--- src/rtl/cyc_lock_pkg.sv ---
// Shared types and widths for the cyclic-lock key load controller.
package cyc_lock_pkg;

    localparam int CNT_W     = 8;
    localparam int DEF_KEY_W = 2;
    localparam int DEF_PAT_W = 5;
    localparam int DEF_RSP_W = 2;

    typedef enum logic [2:0] {
        IDLE    = 3'd0,
        LOAD    = 3'd1,
        APPLY   = 3'd2,
        SETTLE  = 3'd3,
        COMPARE = 3'd4,
        DONE    = 3'd5,
        FAIL    = 3'd6
    } state_t;

    // Increment that holds at lim instead of wrapping.
    function automatic logic [CNT_W-1:0] sat_inc(input logic [CNT_W-1:0] v,
                                                 input logic [CNT_W-1:0] lim);
        logic [CNT_W-1:0] r;
        if (v < lim) begin
            r = v + 8'd1;
        end else begin
            r = v;
        end
        return r;
    endfunction

endpackage

--- src/rtl/cyc_settle_timer.sv ---
// Loadable down-counter that times how long the locked core's feedback loops get to settle.
module cyc_settle_timer
    import cyc_lock_pkg::*;
(
    input  logic             i_clk,
    input  logic             i_rst,
    input  logic             i_load,
    input  logic [CNT_W-1:0] i_value,
    input  logic             i_dec,
    output logic             o_zero
);

    logic [CNT_W-1:0] r_cnt;

    // Load has priority; decrement stops at zero.
    always_ff @(posedge i_clk) begin
        if (i_rst) begin
            r_cnt <= '0;
        end else if (i_load) begin
            r_cnt <= i_value;
        end else if (i_dec && (r_cnt != '0)) begin
            r_cnt <= r_cnt - 8'd1;
        end
    end

    assign o_zero = (r_cnt == '0);

endmodule

--- src/rtl/cyc_key_load_ctrl.sv ---
// Key load / check sequencer for a cyclically-locked core.
// Optional KEY_ZEROIZE_EN: a failed check clears the key and locks out key_start until reset.
module cyc_key_load_ctrl
    import cyc_lock_pkg::*;
#(
    parameter int KEY_W      = DEF_KEY_W,
    parameter int PAT_W      = DEF_PAT_W,
    parameter int RSP_W      = DEF_RSP_W,
    parameter int NUM_VEC    = 4,
    parameter int SETTLE_CYC = 3
) (
    input  logic             CK,
    input  logic             RST,
    input  logic             key_start,
    input  logic             key_valid,
    input  logic             key_bit,
    output logic             key_ready,
    input  logic             chk_valid,
    input  logic [PAT_W-1:0] chk_pattern,
    input  logic [RSP_W-1:0] chk_expect,
    output logic             chk_ready,
    output logic [KEY_W-1:0] keyinput,
    output logic [PAT_W-1:0] core_in,
    input  logic [RSP_W-1:0] core_out,
    output logic             busy,
    output logic             unlocked,
    output logic             fail
);

    localparam logic [CNT_W-1:0] L_KEY_N     = CNT_W'(KEY_W);
    localparam logic [CNT_W-1:0] L_VEC_LAST  = CNT_W'(NUM_VEC - 1);
    localparam logic [CNT_W-1:0] L_SETTLE_LD = CNT_W'(SETTLE_CYC - 1);

    state_t           r_state;
    logic [KEY_W-1:0] r_stage;
    logic [KEY_W-1:0] r_key;
    logic [PAT_W-1:0] r_core_in;
    logic [RSP_W-1:0] r_exp;
    logic [RSP_W-1:0] r_rsp;
    logic [CNT_W-1:0] r_bit_cnt;
    logic [CNT_W-1:0] r_vec_cnt;
    logic             r_key_ready;
    logic             r_chk_ready;
    logic             r_busy;
    logic             r_unlocked;
    logic             r_fail;
`ifdef KEY_ZEROIZE_EN
    logic             r_fail_lock;
`endif

    logic w_start_ok;
    logic w_timer_load;
    logic w_timer_dec;
    logic w_timer_zero;

`ifdef KEY_ZEROIZE_EN
    assign w_start_ok = key_start && !r_fail_lock;
`else
    assign w_start_ok = key_start;
`endif

    assign w_timer_load = (r_state == APPLY) && r_chk_ready && chk_valid;
    assign w_timer_dec  = (r_state == SETTLE);

    cyc_settle_timer u_settle_timer (
        .i_clk   (CK),
        .i_rst   (RST),
        .i_load  (w_timer_load),
        .i_value (L_SETTLE_LD),
        .i_dec   (w_timer_dec),
        .o_zero  (w_timer_zero)
    );

    // Sequencer FSM with its datapath and registered handshake/status flags.
    always_ff @(posedge CK) begin
        if (RST) begin
            r_state     <= IDLE;
            r_stage     <= '0;
            r_key       <= '0;
            r_core_in   <= '0;
            r_exp       <= '0;
            r_rsp       <= '0;
            r_bit_cnt   <= '0;
            r_vec_cnt   <= '0;
            r_key_ready <= 1'b0;
            r_chk_ready <= 1'b0;
            r_busy      <= 1'b0;
            r_unlocked  <= 1'b0;
            r_fail      <= 1'b0;
`ifdef KEY_ZEROIZE_EN
            r_fail_lock <= 1'b0;
`endif
        end else begin
            case (r_state)
                IDLE, DONE, FAIL: begin
                    if (w_start_ok) begin
                        r_state     <= LOAD;
                        r_bit_cnt   <= '0;
                        r_key_ready <= 1'b1;
                        r_busy      <= 1'b1;
                        r_unlocked  <= 1'b0;
                        r_fail      <= 1'b0;
                    end
                end
                LOAD: begin
                    // Staging fills completely before the key bus moves, so the core never sees a partial key.
                    if (r_bit_cnt == L_KEY_N) begin
                        r_key       <= r_stage;
                        r_vec_cnt   <= '0;
                        r_chk_ready <= 1'b1;
                        r_state     <= APPLY;
                    end else if (r_key_ready && key_valid) begin
                        r_stage   <= (r_stage << 1) | KEY_W'(key_bit);
                        r_bit_cnt <= sat_inc(r_bit_cnt, L_KEY_N);
                        if (r_bit_cnt == (L_KEY_N - 8'd1)) begin
                            r_key_ready <= 1'b0;
                        end
                    end
                end
                APPLY: begin
                    if (r_chk_ready && chk_valid) begin
                        r_core_in   <= chk_pattern;
                        r_exp       <= chk_expect;
                        r_chk_ready <= 1'b0;
                        r_state     <= SETTLE;
                    end
                end
                SETTLE: begin
                    // Response captured exactly SETTLE_CYC edges after core_in changed.
                    if (w_timer_zero) begin
                        r_rsp   <= core_out;
                        r_state <= COMPARE;
                    end
                end
                COMPARE: begin
                    if (r_rsp != r_exp) begin
                        r_state <= FAIL;
                        r_fail  <= 1'b1;
                        r_busy  <= 1'b0;
`ifdef KEY_ZEROIZE_EN
                        r_key       <= '0;
                        r_fail_lock <= 1'b1;
`endif
                    end else if (r_vec_cnt == L_VEC_LAST) begin
                        r_state    <= DONE;
                        r_unlocked <= 1'b1;
                        r_busy     <= 1'b0;
                    end else begin
                        r_vec_cnt   <= sat_inc(r_vec_cnt, L_VEC_LAST);
                        r_chk_ready <= 1'b1;
                        r_state     <= APPLY;
                    end
                end
                default: begin
                    r_state     <= IDLE;
                    r_key_ready <= 1'b0;
                    r_chk_ready <= 1'b0;
                    r_busy      <= 1'b0;
                    r_unlocked  <= 1'b0;
                    r_fail      <= 1'b0;
                end
            endcase
        end
    end

    assign key_ready = r_key_ready;
    assign chk_ready = r_chk_ready;
    assign keyinput  = r_key;
    assign core_in   = r_core_in;
    assign busy      = r_busy;
    assign unlocked  = r_unlocked;
    assign fail      = r_fail;

endmodule
--- config.mk ---
export PLATFORM = sky130hd
export DESIGN_NAME = cyc_key_load_ctrl
export DESIGN_NICKNAME = d
export VERILOG_FILES = /design/src/rtl/cyc_lock_pkg.sv /design/src/rtl/cyc_settle_timer.sv /design/src/rtl/cyc_key_load_ctrl.sv
export SDC_FILE = /design/constraint.sdc
export NUM_CORES = 1
export LEC_CHECK = 0
export CORE_UTILIZATION = 53
export DETAILED_ROUTE_END_ITERATION = 12
export PLACE_DENSITY_LB_ADDON = 0.25
export SKIP_CTS_REPAIR_TIMING = 1
export SYNTH_ARGS = -nofsm -noshare
export SYNTH_HDL_FRONTEND = slang
export SYNTH_SLANG_ARGS = --single-unit
--- constraint.sdc ---
create_clock -name CK -period 2.41 [get_ports CK]
set_input_delay 0.482 -clock CK [delete_from_list [all_inputs] [get_ports CK]]
set_output_delay 0.482 -clock CK [all_outputs]
set_load 0.005 [all_outputs]
Word-level counts from Yosys, hierarchy flattened

Cells that the tools add are included.

Flip-flop bits (word level): 45
Word-level logic and storage cells: 115
Output and inout bits: 12
Bits of input ports: 15

Bitwise logic cells: 5
Magnitude comparators: 2
Equality and inequality tests: 24
Multiplexer cells: 38
Add/subtract/negate cells: 3
Reduce and logical (&&, ||, !) cells: 28

Operators with widths:

| cell                | count |
|---|---|
| $mux 8              | 8 |
| $pmux 8 s2          | 2 |
| $ne 2x2->1 const B  | 12 |
| $reduce_and 5->1    | 4 |
| $mux 3              | 6 |
| $add 8x1->8 const B | 2 |
| $eq 8x2->1 const B  | 2 |
| $lt 8x2->1 const B  | 2 |
| $pmux 3 s5          | 1 |
| $mux 1              | 14 |
| $pmux 1 s3          | 4 |
| $eq 3x3->1 const B  | 3 |
| $reduce_and 3->1    | 3 |
| $reduce_or 3->1     | 3 |
| $eq 8x1->1 const B  | 1 |
| $logic_not 8->1     | 1 |
| $reduce_and 4->1    | 2 |
| $reduce_bool 8->1   | 1 |
| $sub 8x1->8 const B | 1 |
| $eq 3x2->1 const B  | 2 |
| $reduce_and 2->1    | 3 |
| $reduce_bool 2->1   | 3 |
| $logic_and 1x1->1   | 5 |
| $mux 2              | 2 |
| 10 further kinds    | 13 |

Longest topological paths before layout

Gate-level depths: netlist of run 1.

Depth after elaboration: 5
Gate-level depth with buffers: 8
Gate-level depth less buffers: 7

Cells and area by module

From an unflattened synthesis of run 1, not the netlist that was laid out.

Cells, all modules: 267
Area total of the unflattened synthesis: 2342.2 µm²

Modules (own cells, without submodules):

| module            | area each (µm²) | sequential area each (µm²) | cells an instance | times used |
|---|---|---|---|---|
| cyc_key_load_ctrl | 1826.8          | 740.7                      | 208               | 1 |
| cyc_settle_timer  | 515.5           | 160.2                      | 59                | 1 |

Worst setup path after synthesis of run 1

Ideal clock, no wire load.

Kind: register to register
Start: register r_vec_cnt[7]
End: register r_vec_cnt[1]
Period minus slack after synthesis: 1889 ps
Required time: 2282 ps
Stages on the path, launching flop included: 6
Data arrival time: 1761 ps
Slack: 521 ps
Library setup time: 128 ps
Path buffers: 0
Cell sequence: dfxtp_1 or4_4 or3_1 o41ai_1 mux2i_1 nor2_1

Longest elaborated chain between the ends: 3
Elaborated cells on any way between the ends: 5
Those cells by class: order compare (1); eq/ne (3); reduce/logical (1)

Ends and longest elaborated chain:

| element                                  | line                                         | source |
|---|---|---|
| start: declaration                       | cyc_key_load_ctrl.sv:41                      | `logic [CNT_W-1:0] r_vec_cnt;` |
| start signal: assignment                 | cyc_key_load_ctrl.sv:149                     | `r_vec_cnt <= sat_inc(r_vec_cnt, L_VEC_LAST);` |
| $lt 8x2->1 or $eq 8x2->1 (tied branches) | cyc_lock_pkg.sv:23, cyc_key_load_ctrl.sv:144 |  |
| $ne 2x2->1 (no source line)              | n/a                                          |  |
| $reduce_and 5->1 (no source line) (*)    | n/a                                          |  |

Mark *: on every way between the ends. The rest lies on a longest branch, timed or not.
A chain may end at the register's enable or synchronous reset.

Worst setup path in the final report of run 1

Start: register r_vec_cnt[7]
End: register r_state[0]

Longest elaborated chain between the ends: 4

Ends and longest elaborated chain:

| element                | line                     | source |
|---|---|---|
| $eq 8x2->1             | cyc_key_load_ctrl.sv:144 | `end else if (r_vec_cnt == L_VEC_LAST) begin` |
| $mux 3                 | cyc_key_load_ctrl.sv:144 |  |
| $mux 3                 | cyc_key_load_ctrl.sv:136 | `if (r_rsp != r_exp) begin` |
| $pmux 3 s5             | cyc_key_load_ctrl.sv:94  | `case (r_state)` |
| end signal: assignment | cyc_key_load_ctrl.sv:97  | `r_state <= LOAD;` |
| end signal: assignment | cyc_key_load_ctrl.sv:137 | `r_state <= FAIL;` |
| end signal: assignment | cyc_key_load_ctrl.sv:145 | `r_state <= DONE;` |
| end: declaration       | cyc_key_load_ctrl.sv:34  | `state_t r_state;` |

No other way between the ends.

==> results of run 1 <==
## power by group
group	internal, mW	switching [mW]	total (mW)	leakage (nW)
registers	0.751	0.0119	0.763	0.363
clock network	0.301	0.246	0.547	0.0540
logic	0.0708	0.0611	0.132	0.508
total	1.12	0.319	1.44	0.925
## worst min-delay path, delay by kind of cell, from the launching register on
family          cells  cell delay, ns
flops               1            0.31
simple gates        1            0.05
compound gates      1            0.05
## layer usage
| metal | share of wire (%) | track usage (%) | wire, um | vias to the layer above |
|---|---|---|---|---|
| met4 | 1.7 | 9.167 | 65 | 0 |
| li1 | - | - | - | 865 |
| met1 | 51 | 29.42 | 2015 | 730 |
| met3 | 4.0 | 5.282 | 158 | 4 |
| met5 | 0 | 0 | 0 | - |
| met2 | 43 | 31.25 | 1674 | 30 |
## sequential cells by signal (all words and copies together) (netlist names), 2 cells and up
| name | count |
|---|---|
| core_in | 5 |
| r_vec_cnt | 8 |
| r_bit_cnt | 8 |
| r_exp | 2 |
| r_state | 3 |
| r_stage | 2 |
| u_settle_timer.r_cnt | 8 |
| keyinput | 2 |
| r_rsp | 2 |
## kinds of logic after synthesis
group | synth area share [%]
buffers and inverters | 4.916
AND/OR/NAND/NOR | 26.56
flip-flops | 43.17
AO/OA/AOI/OAI | 11.81
XOR/XNOR | 4.196
adder cells (fa/ha/maj) | 3.597
multiplexers | 5.756
## stage by stage
| stage | cells | hold slack (ns) | instance area, um2 | power, mW | utilization (%) |
|---|---|---|---|---|---|
| after CTS | 310 | 0.4567 | 2495 | 1.454 | 67.14 |
| final | 310 | 0.4554 | 2495 | 1.442 | 67.14 |
| after floorplan | 232 | 0.4305 | 2087 | 0.8694 | - |
| after global routing | 310 | 0.4773 | 2495 | 1.507 | 67.14 |
| after global placement | 303 | 0.4442 | 2391 | 0.9099 | 64.34 |
| after detailed placement | 303 | 0.4453 | 2391 | 0.9110 | 64.34 |
## final cells by class
class | instances | area (um2)
timing repair buffer | 34 | 320.3
tap | 48 | 60.06
fill | 315 | 1221
sequential | 45 | 900.9
clock buffer | 5 | 68.82
clock inverter | 2 | 35.03
multi-input combinational | 169 | 1084
inverter | 7 | 26.28
## layout by cell type, fill, tap and decap left out, drive strengths merged, types with 6 or more instances in the layout
cell / count
inv: 7
nor2: 35
buf: 8
and2: 12
dfxtp: 45
o21ai: 7
ha: 6
nand2: 13
a21oi: 13
mux2i: 12
clkdlybuf4s50: 26
## how the worst min path moves through the flow
stage,endpoint,cells past startpoint,slack [ns],start
after global routing,r_vec_cnt[3],1,0.48,r_vec_cnt[3]
after global placement,r_bit_cnt[6],1,0.44,r_bit_cnt[6]
final,keyinput[0],2,0.46,keyinput[0]
after floorplan,r_bit_cnt[6],1,0.43,r_bit_cnt[6]
after detailed placement,keyinput[0],2,0.45,keyinput[0]
after CTS,keyinput[0],2,0.46,keyinput[0]
==> impl_metrics.csv, run 1 <==
group,metric,value,unit
run,cap_violations,0,
setup_path,r2r_end,"r_state[0]",
synthesis,ys_warn_count,0,
setup_path,critical_path_class,"reg2reg",
global_route,antenna_found_initial,0,
global_route,grt_util_all_layers,21.31,%
finish,area_growth,19.54,%
place,dp_hpwl,2792,um
route,drc_errors,0,
sta,layout_setup_ws,0.4415,ns
setup_path,r2r_slack,0.44,ns
global_route,grt_max_degree,19,
setup_path,endpoint,"r_state[0]",
route,drt_wl_total,3913,um
clock_network,cts_tree,"done",
synthesis,synth_fp_nets,253,
floorplanning,start_util,56.16,%
sta,setup_tns,0,ns
setup_path,reg2reg_depth,5,
synthesis,post_synth.cell_area_avg,8.996,um2
sta,hold_viol,0,
synthesis,yosysTopAreaCellShare,43.17,%
sta,skew,0.009822,ns
setup_path,cp.arrival,2.18,ns
finish,nNetsFinal,283,
clock_network,htree_levels,2,
place,portBuffers,26,
route,wire_per_inst,12.62,um
synthesis,syn-instance-count,232,
power,ir_worst_vdd,0.4901,mV
floorplanning,num_rows,22,
finish,diodes,0,
synthesis,yosysMostFrequentCell,"dfxtp_1",
global_route,grt_pass1_wl,6665,um
setup_path,crit_path_end_kind,"flip-flop",
synthesis,synth_edf_count,0,
setup_path,start_kind,"flip-flop",
setup_path,critPathRequiredTime,2.62,ns
sta,max_freq,0.5080,GHz
synthesis,synth.distinct_cells,47,
sta,rsz0062_at_grt,"false",
clock_network,clock_sinks,45,
floorplanning,io_pins,27,
sta,relSlewSlack,66.29,%
clock_network,clock-root-buffer,"clkbuf_8",
setup_path,crit_start,"r_vec_cnt[7]",
floorplanning,die_w,64.75,um
global_route,first_global_vias,1461,
floorplanning,coreArea,0.003716,mm2
setup_path,crit_cells,5,
route,drt-initial-drc-count,120,
synthesis,synth_area_leaders,"dfxtp_1 (43%), nor2_1 (6.3%), mux2i_1 (5.8%)",
route,ant_nets,0,
floorplanning,die_area,0.004193,mm2
power,p_leak,0.9250,nW
synthesis,async_flop_share,0,%
sta,period_needed,1.969,ns
route,via_per_inst,5.255,
setup_path,r2r_start,"r_vec_cnt[7]",
power,cellPowerDensity,578.1,mW/mm2
sta,slew_viol_final,0,
clock_network,numCtsBuffers,5,
synthesis,yosysTopAreaCell,"dfxtp_1",
route,num_vias,1629,
setup_path,slowest_stage,"or4b_4",
synthesis,yosysSeqAreaShare,43.17,%
place,routabilityCongestion,0.7693,
clock_network,clkLatencyLatePin,0.30,ns
setup_path,path_max_fanout,4,
hold_path,hp-class,"reg2reg",
route,first_pass_iters,4,
finish,drive_gt1_share,9.924,%
setup_path,critPathMaxStageDelay,0.56,ns
global_route,grt_remaining_overflow,0,
place,post-place-ws,0.3544,ns
floorplanning,die_y,64.75,um
synthesis,synth_area,0.002087,mm2
clock_network,clkTransAtPathRegs,0.09,ns
setup_path,crit_chain,"or4_4 > or4b_4 > o21ai_2 > a21oi_1 > a311oi_1",
sta,worstMarginPinSlew,0.5050,ns
sta,setup-violations-final,0,
clock_network,cts.path.max_buffers,2,
run_status,status,"finished, final reports clean",
synthesis,ys_ff_latch,45,
sta,fin_crit_sh,81.68,%
setup_path,crit_family,"simple AND/OR/NAND/NOR gates",
synthesis,yosys_most_used_dff,"dfxtp_1",
setup_path,cp_num_buf_inv,0,
synthesis,synth_common_cells,"dfxtp_1 (45), nor2_1 (35), a21oi_1 (13), nand2_1 (13), mux2i_1 (12)",
Power figures use the tool's default switching activity.
==> run 2: changes to the inputs <==
CORE_UTILIZATION = 49   (was 53)
clock period = 1.7 ns   (was 2.41 ns; I/O delays follow)
==> run 2 against run 1 <==
  * The flow now finishes with violations (negative setup slack)
  * Routed wire length grew 16%
  * Final cell count is 11% higher
  * Power up 38%
  * Final area is 14% higher
  * Clock skew is 0.0057 ns lower
==> impl_metrics.csv, run 2 (synthesized netlist as in run 1, its figures left out) <==
group,metric,value,unit
global_route,first_global_vias,1539,
finish,area_growth,35.79,%
run_status,failed_checks,"negative setup slack",
finish,top_regs,"r_bit_cnt x8, r_vec_cnt x8, u_settle_timer.r_cnt x8",
finish,nNetsFinal,315,
clock_network,htree_levels,2,
finish,final_cell_mix,"dfxtp_1 (43), buf_4 (37), nor2_1 (34), clkdlybuf4s50_1 (26), nand2_1 (13)",
power,power,1.988,mW
finish,fillers,306,
sta,slew_viol_final,0,
run,cap_violations,0,
power,p_leak,1.103,nW
global_route,antenna_found_initial,0,
setup_path,r2r_end,"r_state[2]",
clock_network,clock_sinks,45,
sta,fin_crit_sh,112.0,%
setup_path,path_max_fanout,4,
clock_network,numCtsBuffers,5,
global_route,grt_pass1_wl,6962,um
power,seqPwrFrac,53.9,%
floorplanning,die_area,0.004524,mm2
sta,rsz0062_at_grt,"true",
power,cellPowerDensity,701.5,mW/mm2
place,dp_hpwl,3261,um
finish,drive_gt1_share,25.85,%
route,drc_errors,0,
floorplanning,coreArea,0.004058,mm2
setup_path,cp.arrival,2.13,ns
clock_network,cts_tree,"done",
finish,multi_input_area,0.001171,mm2
run_status,status,"finished with violations",
finish,regArea,903.4,um2
global_route,grt_remaining_overflow,0,
sta,layout_setup_ws,-0.2034,ns
route,num_vias,1803,
sta,max_freq,0.5254,GHz
floorplanning,num_rows,23,
route,wire_per_inst,13.23,um
setup_path,crit_path_end_kind,"flip-flop",
finish,mostFrequentLayoutCell,"dfxtp_1",
place,post-place-ws,-0.1500,ns
place,routabilityCongestion,0.8783,
sta,setup-violations-final,9,
finish,diodes,0,
global_route,grt_max_degree,19,
power,power_switching,469.3,uW
route,first_pass_iters,5,
finish,post-route-util,69.84,%
place,dp.cells,332,
setup_path,r2r_start,"r_vec_cnt[7]",
sta,skew,0.004100,ns
sta,hold_viol,0,
finish,fin_cells,344,
hold_path,hp-class,"reg2reg",
power,pwr-share-comb,12.2,%
route,drt-initial-drc-count,99,
setup_path,start_kind,"flip-flop",
clock_network,clkLatencyLatePin,0.30,ns
setup_path,reg2reg_depth,5,
clock_network,clkTransAtPathRegs,0.08,ns
power,pwr-share-clk,33.8,%
floorplanning,die_y,67.26,um
sta,setup_tns,-1.003,ns
setup_path,critPathRequiredTime,1.92,ns
global_route,grt_util_all_layers,20.58,%
clock_network,cts.path.max_buffers,2,
clock_network,clock-root-buffer,"clkbuf_8",
floorplanning,io_pins,27,
route,drt_wl_total,4552,um
sta,relSlewSlack,73.22,%
setup_path,r2r_slack,-0.20,ns
sta,worstMarginPinSlew,0.3962,ns
setup_path,critical_path_class,"reg2reg",
power,netSwitchingFraction,23.61,%
place,portBuffers,26,
floorplanning,die_w,67.26,um
route,via_per_inst,5.241,
floorplanning,start_util,51.43,%
hold_path,hold_start,"r_stage[1]",
power,power.internal,1.519,mW
sta,period_needed,1.903,ns
route,ant_nets,0,
hold_path,hold_depth,2,
power,ir_worst_vdd,0.5458,mV
hold_path,worstHoldEndpoint,"keyinput[1]",
run 2: cell type report:
type / instances / area share (%)
clock buffers: 6 / 2.914
clock inverters: 1 / 0.2649
inverters: 7 / 0.9272
multi-input cells: 169 / 41.32
flip-flops and latches: 45 / 31.88
well taps: 50 / 2.208
repair buffers: 66 / 20.49
run 2: power groups by stage:
stage / clock, mW / combinational [mW] / sequential, mW
finish: 0.673 / 0.243 / 1.07
global route: 0.739 / 0.264 / 1.07
CTS: 0.694 / 0.232 / 1.07
detailed placement: 0 / 0.230 / 1.10
global placement: 0 / 0.228 / 1.10
floorplan: 0 / 0.135 / 1.10
run 2: worst max path at each step:
stage,startpoint,to,slack (ns),cells past startpoint
final,r_vec_cnt[7],r_state[2],-0.20,5
after global routing,r_vec_cnt[7],r_state[2],-0.28,5
after CTS,r_vec_cnt[7],r_state[0],-0.16,5
after detailed placement,r_vec_cnt[7],r_state[0],-0.15,5
after global placement,key_valid,r_bit_cnt[7],-0.11,6
after floorplan,r_vec_cnt[7],r_state[0],-0.07,5
run 2: routing by layer:
layer | vias to the layer above | track usage [%] | part of all wire (%)
li1 | 932 | - | -
met1 | 832 | 26.94 | 48
met2 | 31 | 33.63 | 47
met3 | 8 | 5.405 | 3.9
met4 | 0 | 4.787 | 0.94
met5 | - | 0 | 0
run 2: metrics by stage:
step	instance area [um2]	hold slack [ns]
2_1_floorplan	2112	0.4305
3_3_place_gp	2630	0.4436
3_5_place_dp	2630	0.4468
4_1_cts	2720	0.4584
5_1_grt	2834	0.4869
6_report	2834	0.4569
run 2: worst max-delay path, cell delays in order (launching register included):
cell and delay [ns]:
dfxtp_1 0.32, or4_4 0.54, or4b_4 0.54, a31oi_2 0.19
o21ai_1 0.08, a21oi_1 0.17
==> run 3: changes to the inputs <==
CORE_MARGIN = 4   (was unset)
==> run 3 against run 2 <==
  * Sequential cell count unchanged
  * Critical endpoint is now r_state[0]
  * Register-to-register slack better by 0.04 ns
  * Combinational power up 4%
  * Clock skew up 0.0065 ns
  * Fmax up 2.4%
  * Highest routed layer unchanged
  * The run still ends with negative setup slack left
  * Routed wire length up 3.8%
  * Count of clock-buffer cells in the layout unchanged
  * Global-route usage down 1.9 points
  * Die area up 19%
==> impl_metrics.csv, run 3 (synthesized netlist as in run 1, its figures left out) <==
group,metric,value,unit
sta,period_needed,1.859,ns
setup_path,cp_num_buf_inv,0,
power,p_leak,1.117,nW
finish,post-route-util,71.01,%
setup_path,crit_path_end_kind,"flip-flop",
clock_network,cts.path.max_buffers,2,
setup_path,reg2reg_depth,5,
sta,worstMarginPinSlew,0.3149,ns
route,ant_nets,0,
power,power,2.037,mW
run_status,failed_checks,"negative setup slack",
place,dp_hpwl,3437,um
route,drc_errors,0,
sta,hold_viol,0,
setup_path,cp.arrival,2.08,ns
clock_network,cts_tree,"done",
sta,fin_crit_sh,109.3,%
global_route,antenna_found_initial,0,
setup_path,critical_path_class,"reg2reg",
sta,rsz0062_at_grt,"true",
setup_path,path_max_fanout,4,
clock_network,clock-root-buffer,"clkbuf_8",
global_route,grt_remaining_overflow,0,
hold_path,hp-class,"reg2reg",
route,first_pass_iters,4,
setup_path,r2r_start,"r_vec_cnt[7]",
setup_path,r2r_slack,-0.16,ns
clock_network,numCtsBuffers,5,
run,cap_violations,0,
floorplanning,io_pins,27,
finish,area_growth,38.07,%
route,wire_per_inst,13.57,um
sta,slew_viol_final,0,
finish,drive_gt1_share,28.86,%
place,portBuffers,26,
global_route,grt_util_all_layers,18.65,%
floorplanning,die_y,73.26,um
run_status,status,"finished with violations",
route,num_vias,1845,
floorplanning,die_w,73.26,um
hold_path,hold_start,"keyinput[0]",
setup_path,start_kind,"flip-flop",
floorplanning,start_util,51.43,%
power,ir_worst_vdd,0.5376,mV
sta,relSlewSlack,78.82,%
finish,diodes,0,
power,cellPowerDensity,706.8,mW/mm2
floorplanning,num_rows,23,
route,drt_wl_total,4723,um
global_route,first_global_vias,1773,
sta,hold_slack,0.4573,ns
global_route,grt_max_degree,16,
setup_path,crit_start,"r_vec_cnt[7]",
sta,max_freq,0.5380,GHz
sta,layout_setup_ws,-0.1588,ns
clock_network,htree_levels,2,
route,drt-initial-drc-count,121,
place,routabilityCongestion,0.7796,
clock_network,clkTransAtPathRegs,0.09,ns
sta,skew,0.01064,ns
clock_network,clkLatencyLatePin,0.30,ns
floorplanning,die_area,0.005367,mm2
sta,setup-violations-final,8,
setup_path,slowest_stage,"or4_4",
global_route,grt_pass1_wl,7845,um
setup_path,crit_chain,"or4_4 > or4b_4 > o21ai_2 > a21oi_2 > a311oi_1",
finish,nNetsFinal,318,
finish,top_regs,"r_bit_cnt x8, r_vec_cnt x8, u_settle_timer.r_cnt x8",
setup_path,critPathMaxStageDelay,0.54,ns
finish,fillers,299,
finish,final_cell_mix,"dfxtp_1 (42), buf_4 (42), nor2_1 (34), clkdlybuf4s50_1 (26)",
clock_network,clock_sinks,45,
route,via_per_inst,5.302,
hold_path,hold_depth,2,
setup_path,critPathRequiredTime,1.92,ns
setup_path,r2r_end,"r_state[0]",
floorplanning,coreArea,0.004058,mm2
setup_path,crit_family,"simple AND/OR/NAND/NOR gates",
hold_path,worstHoldEndpoint,"keyinput[0]",
## run 3: worst max path at each step
stage / endpoint / slack (ns) / depth (start not counted)
6_report: r_state[0] / -0.16 / 5
5_1_grt: r_state[0] / -0.27 / 5
4_1_cts: busy / -0.26 / 5
3_5_place_dp: busy / -0.23 / 5
3_3_place_gp: r_state[0] / -0.14 / 6
2_1_floorplan: r_state[0] / -0.07 / 5
## run 3: power breakdown
part           total, mW  switching, mW  leakage (nW)  internal, mW
Combinational      0.253          0.114         0.704         0.140
Clock              0.710          0.375        0.0478         0.335
Sequential          1.07        0.00828         0.365          1.07
## run 3: final cells by class
cell class	instances	area, um2	share of cell area (%)
multi-input combinational	169	1194	41.42
sequential	45	904.6	31.39
timing repair buffer	69	595.6	20.67
clock buffer	6	82.58	2.866
tap	50	62.56	2.171
inverter	7	26.28	0.9119
clock inverter	2	16.27	0.5645
## run 3: worst register-to-register path: stages, from the launching register on
cell and delay [ns]:
dfxtp_2 0.32, or4_4 0.54, or4b_4 0.53, o21ai_2 0.14, a21oi_2 0.06, a311oi_1 0.17
## run 3: routing by layer
| layer | part of all wire (%) | vias up | global-route usage, % |
|---|---|---|---|
| met5 | 0 | - | 0 |
| met4 | 2.2 | 0 | 7.377 |
| met3 | 4.6 | 13 | 3.557 |
| met2 | 47 | 49 | 30.49 |
| met1 | 47 | 849 | 24.13 |
| li1 | - | 934 | - |
## run 3: metrics by stage
step	setup WS (ns)	instances	TNS, ns	area, um2
4_1_cts	-0.2569	342	-1.206	2744
6_report	-0.1588	348	-0.8375	2882
3_3_place_gp	-0.1440	334	-1.112	2645
2_1_floorplan	-0.06810	232	-0.2524	2112
5_1_grt	-0.2666	348	-1.530	2882
3_5_place_dp	-0.2342	334	-1.722	2645
